**src/rtl/layer_sched.sv**
```systemverilog
// layer_sched: frame-synchronous commit of per-layer enable/blink settings for the compositor.
// Blink counters and phase registers exist only when LAYER_SCHED_BLINK_EN is defined.
module layer_sched #(
  parameter int NUM_LAYERS = 4,
  parameter int BLINK_W = 6,
  localparam int LW = NUM_LAYERS > 1 ? $clog2(NUM_LAYERS) : 1
) (
  input  logic                  clk,
  input  logic                  rst,
  input  logic                  frame_start,
  input  logic                  cfg_valid,
  output logic                  cfg_ready,
  input  logic [LW-1:0]         cfg_layer,
  input  logic                  cfg_enable,
  input  logic [BLINK_W-1:0]    cfg_blink_period,
  output logic                  cfg_pending,
  output logic [NUM_LAYERS-1:0] layer_en
);
  typedef enum logic [1:0] {IDLE, PENDING, COMMIT} state_t;
  state_t state, state_nx;
  logic wr, commit;
  logic [NUM_LAYERS-1:0] shadow_en, active_en;
  // writes to nonexistent layers are swallowed without marking anything pending
  assign wr = cfg_valid && cfg_ready && int'(cfg_layer) < NUM_LAYERS;
  assign commit = frame_start && state != COMMIT && (cfg_pending || wr);
  always_ff @(posedge clk) state <= rst ? IDLE : state_nx;
  always_comb state_nx = commit ? COMMIT : state == COMMIT ? IDLE : wr ? PENDING : state;
  always_comb begin
    cfg_ready = state != COMMIT;
    cfg_pending = state != IDLE;
  end
  always_ff @(posedge clk)
    if (rst) begin
      shadow_en <= NUM_LAYERS'(1);
      active_en <= NUM_LAYERS'(1);
    end else begin
      if (wr) shadow_en[cfg_layer] <= cfg_enable;
      if (state == COMMIT) active_en <= shadow_en;
    end
`ifdef LAYER_SCHED_BLINK_EN
  logic [BLINK_W-1:0] shadow_period [NUM_LAYERS];
  logic [BLINK_W-1:0] period [NUM_LAYERS];
  logic [BLINK_W-1:0] cnt [NUM_LAYERS];
  logic [NUM_LAYERS-1:0] dirty, phase;
  always_ff @(posedge clk)
    if (rst) dirty <= '0;
    else if (wr) dirty[cfg_layer] <= 1'b1;
    else if (state == COMMIT) dirty <= '0;
  always_ff @(posedge clk)
    if (rst) for (int i = 0; i < NUM_LAYERS; i++) shadow_period[i] <= '0;
    else if (wr) shadow_period[cfg_layer] <= cfg_blink_period;
  // non-dirty layers keep blinking through a commit; dirty ones restart in phase
  always_ff @(posedge clk)
    for (int i = 0; i < NUM_LAYERS; i++)
      if (rst) begin
        period[i] <= '0;
        cnt[i] <= '0;
        phase[i] <= 1'b1;
      end else begin
        if (state == COMMIT) period[i] <= shadow_period[i];
        if ((state == COMMIT && dirty[i]) || !active_en[i] || period[i] == '0) begin
          cnt[i] <= '0;
          phase[i] <= 1'b1;
        end else if (frame_start) begin
          cnt[i] <= cnt[i] == period[i] - BLINK_W'(1) ? '0 : cnt[i] + BLINK_W'(1);
          if (cnt[i] == period[i] - BLINK_W'(1)) phase[i] <= ~phase[i];
        end
      end
  assign layer_en = active_en & phase;
`else
  logic unused_period;
  assign unused_period = ^cfg_blink_period;
  assign layer_en = active_en;
`endif
endmodule
```
**config.mk**
```make
export PLATFORM = sky130hd
export DESIGN_NAME = layer_sched
export DESIGN_NICKNAME = d
export VERILOG_FILES = /design/src/rtl/layer_sched.sv
export SDC_FILE = /design/constraint.sdc
export NUM_CORES = 1
export LEC_CHECK = 0
export BUFFER_PORTS_ARGS = -buffer_cell sky130_fd_sc_hd__buf_2
export CAP_MARGIN = 20
export CORE_AREA = 2 2 39 41
export CTS_CLUSTER_DIAMETER = 150
export DETAILED_ROUTE_END_ITERATION = 8
export DIE_AREA = 0 0 41 43
export PLACE_DENSITY_LB_ADDON = 0.15
export SLEW_MARGIN = 20
export SYNTH_ARGS = -nofsm -noshare
export SYNTH_HDL_FRONTEND = slang
export SYNTH_SLANG_ARGS = --single-unit
```
**constraint.sdc**
```tcl
create_clock -name clk -period 1.3 [get_ports clk]
set_input_delay 0.195 -clock clk [delete_from_list [all_inputs] [get_ports clk]]
set_output_delay 0.195 -clock clk [all_outputs]
set_load 0.005 [all_outputs]
```
Yosys cells after proc, flatten, opt, wreduce, memory -nomap -nowiden --
Cells that the tools add are included.
Word-level totals: register bits 10, bits of input ports 13, output and inout bits 6, word-level logic and storage cells 22
Cells by class: order comparisons 2, equal/unequal tests 2, muxes and demuxes 6, reductions and logical operators 8
Operators by type and width (number):
- $mux W2 | 3
- $bwmux W4 | 1
- $logic_and A1 B1 Y1 | 4
- $lt A2 B3 Y1 const B | 1
- $reduce_bool A3 Y1 | 1
- $reduce_or A3 Y1 | 1
- $demux W1 S2 | 1
- $eq A2 B2 Y1 const B | 1
- $ge A2 B1 Y1 const B | 1
- $ne A2 B2 Y1 const B | 1
- $reduce_bool A2 Y1 | 1
- $logic_or A1 B1 Y1 | 1
- $mux W1 | 1

Logic depth before layout (Yosys ltp) --
depth in word-level cells 5, depth in mapped cells 5, depth with buffers taken out 4

Worst setup path after synthesis --
No wires, ideal clock.
path type flip-flop to flip-flop, start point reg state[1], end point reg shadow_en[0], library setup time 0.072 ns, arrival 0.951 ns, data required time 1.228 ns, slack 0.278 ns, cell stages (with the launch flop) 5, buffers on the path 1, period minus slack after synthesis 1.022 ns, cell sequence dfxtp_1 nor2b_1 buf_6 nor4b_4 mux2i_1
On the way: longest elaborated chain between the ends 2
Ends and longest elaborated chain:
- start, declared | RTL line 20 | state_t state, state_nx;
- start signal, assigned | RTL line 26 | always_ff @(posedge clk) state <= rst ? IDLE : state_nx;
- $ne A2 B2 Y1 | RTL line 29 | cfg_ready = state != COMMIT;
- $logic_and A1 B1 Y1 | RTL line 24 | assign wr = cfg_valid && cfg_ready && int'(cfg_layer) < NUM_LAYERS;
- end signal, assigned by index | RTL line 37 | if (wr) shadow_en[cfg_layer] <= cfg_enable;
- end, declared | RTL line 22 | logic [NUM_LAYERS-1:0] shadow_en, active_en;
Every way passes these cells. A chain may end at the register's enable or synchronous reset.

Worst setup path after layout --
Same ends and word-level chain as after synthesis.

==> summary.txt <==
Yosys
  • Ys flop type: dfxtp_1
  • Asr flop ratio synth: 0
  • Yosys warning total: 0
  • Synth Area per Inst: 9.17 um^2
  • Post-synthesis register bit count: 10
  • Post-synth top area share: 0.446
  • Cell taking the most area after synthesis: dfxtp_1
  • Total nets after synthesis: 62
  • Synth top cells by count: 10 x dfxtp_1, 10 x nand2_1, 4 x a21oi_1, 4 x mux2i_1, 4 x nand2b_1
  • Post-synthesis cell count: 49
  • Seq/Total Area, Yosys: 0.446
  • Post-synth EDFFs: 0
  • Top cells by area, synth: dfxtp_1 45%, mux2i_1 8.9%, nand2_1 8.4%
  • Synth cell types: 18
  • Mapped cell area: 449 um^2

Pwr
  • Static leakage: 0.242 nW
  • Sw power: 0.140 mW
  • Sequential power share: 0.538
  • Power share of the clock group: 0.337
  • Power Dens Cells: 1090 nW/um^2
  • Total power: 0.600 mW
  • Worst VDD drop: 0.000466 V
  • Sw Share: 0.233
  • Power share of the combinational group: 0.125
  • Internal cell power: between 0.4 and 0.5 mW

Clock network
  • Clock latency at the later pin of the worst-skew pair: ~0.26 ns
  • Reg clk slew, reported paths: 0.06 ns
  • Htree depth: 1
  • CTS Buf Count: 3
  • Clock buffer depth: 2
  • Hold buffer count at CTS: 0
  • TritonCTS clock tree: done
  • CTS Sinks: 10
  • Root Driver: clkbuf_4

Route
  • DRC viols: 0
  • Initial DRC Count: 2
  • Pre-antenna DRT Iters: 4
  • Antenna Violating Nets Remaining: 0
  • DR vias/cell: 4.70
  • Routed wire length: roughly 770 um
  • Vias: 376
  • Routed len/inst: between 9 and 10 um

Floorplan
  • Std-Cell Rows: 14
  • Die ar.: 1760 um^2
  • IO Pins: 19
  • Die X: roughly 41 um
  • Core Area: around 1400 um^2
  • Initial core utilization: 0.325
  • Die Ht: 43 um

STA
  • Slew @ Worst Pin: a little over 0.2 ns
  • Final setup TNS: 0 ns
  • Tmin final: 1.24 ns
  • Max Fclk: 807 MHz
  • Worst Skew: 0.00677 ns
  • Final period utilization: 0.954
  • Hold Vio Cnt, Final: 0
  • RSZ-0062 raised after global routing: true
  • Final setup vio count: 0
  • Fin. max-slew vios: 0
  • Max-slew headroom: 0.864

Placed design
  • HPWL after DPL: 565 um
  • Area after DPL: 522 um^2
  • # port buffers: 12
  • Routability congestion estimate: 0.666

Run status
  • Outcome: complete, no violations

Worst setup path
  • Critical Path RT: around 1.5 ns
  • Worst Setup End Kind: flop
  • Setup Crit Path Kind: flop to flop
  • Peak per-stage delay on the critical path: 0.33 ns
  • Worst-path fanout max: 6
  • Most common cell on crit path: buf_4
  • Setup crit start kind: flop
  • Arrival time worst endpoint: 1.43 ns
  • Slowest cell on the critical path: dfxtp_2
  • Worst reg-to-reg setup slack: around 0.060 ns
  • Cell Chain, Critical Path: nor2b_1, buf_4, buf_4, nor4b_4, mux2i_1

Global routing
  • First-pass GRT wire length: 1240 um
  • Gr ovfl total: 0
  • GRT Total Usage: 0.107
  • Largest net degree at the start of global routing: 13
  • Initial antenna violation count: 0
  • Vias in the first global route: approximately 280

Flow run
  • MaxCap Viol Count: 0

Cells and area
  • Share of layout cells above drive strength 1: 0.344
  • Fill count: 153
  • N_diodes: 0
  • Area grow syn2layout: 23.1%
  • Final net count: 79
  • Final non-filler cell area: 553 um^2

Min path
  • Hold Path Class: input pin to flop
==> metrics by stage <==
| stage | hold slack (ns) | setup WS, ns | std cells | util |
|---|---|---|---|---|
| after global placement | 0.388 | 0.195 | 76 | 0.377 |
| after detailed placement | 0.395 | 0.180 | 76 | 0.377 |
| after CTS | 0.116 | 0.0252 | 80 | 0.399 |
| after global routing | 0.132 | -0.00812 | 80 | 0.400 |
| final | 0.132 | 0.0604 | 80 | 0.400 |
| after floorplan | 0.274 | 0.278 | 49 | - |
==> critical path, delay by kind of cell, from the launching register on <==
family	cells	cell delay [ns]
flip-flops	1	0.33
AND/OR/NAND/NOR	2	0.35
buffers and inverters	2	0.31
multiplexers	1	0.19
==> cell usage in the layout (no fill, tap or decap), types with 2 or more instances in the layout <==
| cell | n |
|---|---|
| a21oi_1 | 4 |
| buf_2 | 12 |
| buf_4 | 2 |
| clkbuf_4 | 3 |
| dfxtp_1 | 9 |
| mux2i_1 | 4 |
| nand2_1 | 10 |
| nand2b_1 | 4 |
| nor2_1 | 3 |
| nor2b_1 | 3 |
==> repair_timing <==
action	in CTS	in global routing
buffers inserted	1	0
setup endpoints to repair	1	2
resized for setup	0	1
pin swaps	0	0
==> routing by layer <==
| metal | GRT usage | part of all wire |
|---|---|---|
| met5 | 0 | 0 |
| met4 | 0.0800 | 0.024 |
| met3 | 0.0314 | 0.065 |
| met2 | 0.113 | 0.41 |
| met1 | 0.169 | 0.50 |
==> power groups by stage <==
stage	clock, mW	combinational (mW)	sequential [mW]
6_report	0.202	0.0750	0.323
5_1_grt	0.231	0.0824	0.324
4_1_cts	0.214	0.0761	0.322
3_5_place_dp	0	0.0734	0.329
3_3_place_gp	0	0.0732	0.329
2_1_floorplan	0	0.0463	0.328
==> final cells by class <==
class	count	area, um^2	area share
Inverter	1	8.76	0.0158
Sequential cell	10	201	0.364
Multi-Input combinational cell	36	225	0.407
Tap cell	16	20.0	0.0362
Clock buffer	3	22.5	0.0407
Timing Repair Buffer	14	75.1	0.136
==> path summary, 6_finish.rpt <==
check | from | end | depth (start not counted)
max | state[1] | shadow_en[0] | 5
min | frame_start | state[0] | 2
max reg2reg | state[1] | shadow_en[0] | 5
min reg2reg | shadow_en[1] | layer_en[1] | 2
==> sequential cells by signal, indices dropped and copies added (netlist names) <==
signal and count:
state 2, shadow_en 4, layer_en 4
==> cells by family (layout without fill, tap and decap cells) <==
group / after synthesis / in the layout / synth area share
and+or+nand+nor: 27 / 27 / 0.357
AOI/OAI and AO/OA: 5 / 5 / 0.0557
muxes: 4 / 4 / 0.0891
DFF: 10 / 10 / 0.446
buffers and inverters: 3 / 18 / 0.0529
Note: power is estimated with default switching activity, not from simulation.
